`config.mk`:
```
export PLATFORM = sky130hd
export DESIGN_NAME = mwc_exp_table
export DESIGN_NICKNAME = d
export VERILOG_FILES = /design/src/rtl/mwc_exp_table.sv
export SDC_FILE = /design/constraint.sdc
export NUM_CORES = 1
export LEC_CHECK = 0
export CORE_ASPECT_RATIO = 0.75
export CORE_MARGIN = 5
export CORE_UTILIZATION = 51
export CTS_CLUSTER_DIAMETER = 80
export DETAILED_ROUTE_END_ITERATION = 6
export HOLD_SLACK_MARGIN = 0.05
export PLACE_DENSITY = 0.74
export SLEW_MARGIN = 0
export SYNTH_ARGS = -nofsm -noshare
export SYNTH_HDL_FRONTEND = slang
export SYNTH_SLANG_ARGS = --single-unit
```
`constraint.sdc`:
```
create_clock -name clk -period 1.1 [get_ports clk]
set_input_delay 0.11 -clock clk [delete_from_list [all_inputs] [get_ports clk]]
set_output_delay 0.11 -clock clk [all_outputs]
set_load 0.01 [all_outputs]
```
`src/rtl/mwc_exp_table.sv`:
```
// mwc_exp_table: expected-store register file, sync write, async read, async active-low clear.
// Holds a per-entry data mask (reset to all-ones) when MWC_BYTE_MASK_EN is defined.
module mwc_exp_table #(
  parameter int NUM_EXP = 4,
  parameter int ADDR_W  = 32,
  parameter int DATA_W  = 32,
  parameter int IW      = 2
) (
  input  logic              clk,
  input  logic              reset,
  input  logic              we,
  input  logic [IW-1:0]     widx,
  input  logic [ADDR_W-1:0] waddr,
  input  logic [DATA_W-1:0] wdata,
`ifdef MWC_BYTE_MASK_EN
  input  logic [DATA_W-1:0] wmask,
  output logic [DATA_W-1:0] rmask,
`endif
  input  logic [IW-1:0]     ridx,
  output logic [ADDR_W-1:0] raddr,
  output logic [DATA_W-1:0] rdata
);
  logic [ADDR_W-1:0] addr_q [NUM_EXP];
  logic [DATA_W-1:0] data_q [NUM_EXP];
`ifdef MWC_BYTE_MASK_EN
  logic [DATA_W-1:0] mask_q [NUM_EXP];
  always_ff @(posedge clk or negedge reset)
    if (!reset) for (int i = 0; i < NUM_EXP; i++) mask_q[i] <= '1;
    else if (we) mask_q[widx] <= wmask;
  assign rmask = mask_q[ridx];
`endif
  always_ff @(posedge clk or negedge reset)
    if (!reset) begin
      for (int i = 0; i < NUM_EXP; i++) begin
        addr_q[i] <= '0;
        data_q[i] <= '0;
      end
    end else if (we) begin
      addr_q[widx] <= waddr;
      data_q[widx] <= wdata;
    end
  assign raddr = addr_q[ridx];
  assign rdata = data_q[ridx];
endmodule

```
==> parameters.txt <==
Parameter                              Value

Critical path
  Worst Setup End Kind    output pin
  Critical R2R Capture    data_q[62]
  Worst R2R Start    data_q[62]
  CP Max Fanout    2
  Signal arrival time at the worst endpoint    1.57 ns
  Startpoint type of the worst setup path    flop
  Worst path required time    0.99 ns
  Depth of the most critical reg-to-reg path    4
  CP Class    reg -> out
  Flop-to-flop setup slack    -0.01 ns

Final layout
  Signed area change from the synthesized netlist to the final layout    30.1%
  Layout cells sized above 1    54.4%
  # fillers    1457
  Area of the multi-input gates    4830 um2
  Combined flip-flop and latch cell area    6410 um2
  Final-stage net count    924
  Post-layout util    67.9%

Timing
  Worst relative slew slack    63.3%
  Worst clock skew on the final layout    0 ns
  Highest attainable clock frequency    595 MHz
  Slew Limit Fails    0
  Number of endpoints failing setup at the final stage    65
  Unrepaired setup endpoints after global routing    true
  Hold slack final    0.157 ns
  Number of failing hold endpoints at the final stage    0
  Post-layout minimum cycle time    1.68 ns
  Portion of the clock cycle consumed by the worst path in the final layout    153%
  Setup WS post-layout    -0.581 ns
  Total Negative Setup Slacks    -34.13 ns
  Worst Max-Slew Pin Slew    0.551 ns

Detailed routing
  Wire per inst    22.4 um
  Drt via density    5.52
  WL final    26000 um
  Post-route ant nets    0
  Uppermost layer routed    met5
  Drt first-iter violations    299
  Detailed route wirelength on metal3    1390 um
  Routed met1 length    11100 um
  Number of iterations in the first detailed-routing pass    4
  Number of remaining DRC errors    0
  Met2 wire len    13200 um
  Routed vias    6424

Floorplan
  Die ar.    25800 um2
  Initial core utilization    52.1%
  Die boundary height    140 um
  Die width    184 um
  # rows    47
  Number of top-level pins    135
  Core footprint    22200 um2

Power and ir drop
  Leakage component of the power    6.90 nW
  Worst IR drop on VDD    1090 uV
  Internal power summed over all cells    0.0209 W
  Net switching fraction of the power    24.5%
  Share of power burned in the clock network    31.8%
  Combinational Power Share    24.4%
  Switch Pwr    0.00678 W
  Power share of the sequential group    43.9%
  PwrDens    1840 nW/um2

Synth
  Simple-gate area share of the yosys netlist    0.325%
  Seq/Total Area, Yosys    55.4%
  Syn Std Cell Area    11600 um2
  Mux cell area share after synthesis    41.3%
  Top post-synthesis cells by area    dfrtp_1 (55%), mux2_4 (16%), mux4_2 (12%)
  Number of library cell types mapped by synthesis    12
  Combinational family with the most area after synthesis    multiplexers
  Flip-flop and latch count after synthesis    256
  Top cell type by total area after synthesis    dfrtp_1
  Syn Nets    692
  Xor and xnor area share after synthesis    0%
  Post-synthesis share of cell area spent on full adders, half adders and majority gates    0%
  Compound-Gate Fraction of Synth Area    0%
  Yosys top cell area share    55.4%
  Cell count after synthesis    621
  Avg Cell Area, Syn    18.6 um2
  Yosys warnings    0

GRT
  Wire length of the first global-routing pass    41400 um
  Initial antenna violation count    1
  Via count of the first global-routing pass    7288
  Global route total overflow    0
  GRT Resource Usage Total    20.1%
  Maximum number of pins on one net before global-route repair    97

Placement
  Routability-driven placement congestion ratio    0.761
  Estimated wirelength of the detail-placed design    17400 um
  Total of buffers placed on input and output ports    134

Clock network
  Clock tree from TritonCTS    done
  Largest buffer count on any clock path    3
  Number of clock sinks seen by CTS    256
  Number of CTS-inserted buffers    27
  Reg clk slew, reported paths    0.06 ns
  H-Tree Depth    1
  CTS Root Buffer Type    clkbuf_16
  Clock latency on the worst-skew pair    0.51 ns

Outcome
  Status    finished, violations left
  Violated checks    negative setup slack

Min path
  Hold WC Path Type    in -> async

Run
  Max cap viols    0
==> area by class of cell <==
cell class,instances,area share [%]
multi-input combinational,324,32.1
clock inverter,5,0.374
timing repair buffer,244,17.2
sequential,256,42.6
clock buffer,40,5.35
tap,294,2.45
antenna,1,0.0166
==> cell families after synthesis <==
group	Yosys count
buffers and inverters	41
and+or+nand+nor	4
DFF	256
muxes	320
==> power by group through the flow <==
stage / Clock, W / Combinational [W] / Sequential (W)
6_report: 0.00881 / 0.00676 / 0.0122
5_1_grt: 0.00945 / 0.00718 / 0.0123
4_1_cts: 0.00900 / 0.00646 / 0.0121
3_5_place_dp: 0 / 0.00614 / 0.0123
3_3_place_gp: 0 / 0.00594 / 0.0121
2_1_floorplan: 0 / 0.00364 / 0.0119
==> synth_stat cells (all sizes together) <==
library cell,n
buf,40
clkbuf,1
dfrtp,256
mux2,256
mux4,64
nand3,1
nand3b,2
nor3b,1
==> worst max-delay path by stage <==
| stage | from | to | cells past startpoint |
|---|---|---|---|
| after floorplan | ridx[0] | raddr[0] | 3 |
| after global placement | ridx[0] | rdata[24] | 4 |
| after detailed placement | we | addr_q[104] | 5 |
| after CTS | addr_q[47] | raddr[15] | 2 |
| after global routing | addr_q[26] | raddr[26] | 2 |
| final | addr_q[26] | raddr[26] | 2 |
==> metrics by stage <==
step	std cells	power [W]	instance area [um2]	worst slack, ns
2_1_floorplan	621	0.0156	11600	0.0160
3_3_place_gp	1070	0.0181	13800	-0.643
3_5_place_dp	1070	0.0185	13800	-0.678
4_1_cts	1143	0.0276	14800	-0.604
5_1_grt	1163	0.0290	15000	-0.633
6_report	1164	0.0277	15000	-0.581
==> worst max-delay path, cell delays in order, from the launching register on <==
cell     delay, ns
dfrtp_1       0.38
mux4_2        0.53
buf_6         0.15
==> per-layer routing <==
layer / global-route usage, % / vias up
li1: - / 2796
met1: 27.3 / 3449
met2: 34.1 / 150
met3: 4.59 / 27
met4: 3.07 / 2
met5: 0 / -
==> state kept, by name (all words and copies together), names as in the netlist <==
| signal | cells |
|---|---|
| addr_q | 128 |
| data_q | 128 |
==> cell usage in the layout, fill, tap and decap left out <==
master	instances
mux2_2	71
buf_6	60
buf_12	29
mux2_4	120
clkdlybuf4s50_1	64
buf_2	5
inv_6	1
clkbuf_16	27
nor3b_4	1
buf_4	81
clkbuf_8	8
buf_8	1
clkinvlp_4	1
dlygate4sd2_1	3
nand3b_1	2
nand3_4	1
bufinv_16	1
dfrtp_1	256
diode_2	1
clkinv_2	2
mux2_1	65
dlygate4sd3_1	1
mux4_2	64
clkbuf_1	5
==> repair_timing <==
item	CTS	global route
hold buffers	1	0
endpoints found under the hold margin	256	0
cloned	0	0
setup endpoints to repair	287	64
setup buffers	27	20
pin swaps	1	0
gates resized for setup	309	15
(Power assumes the default switching activity.)
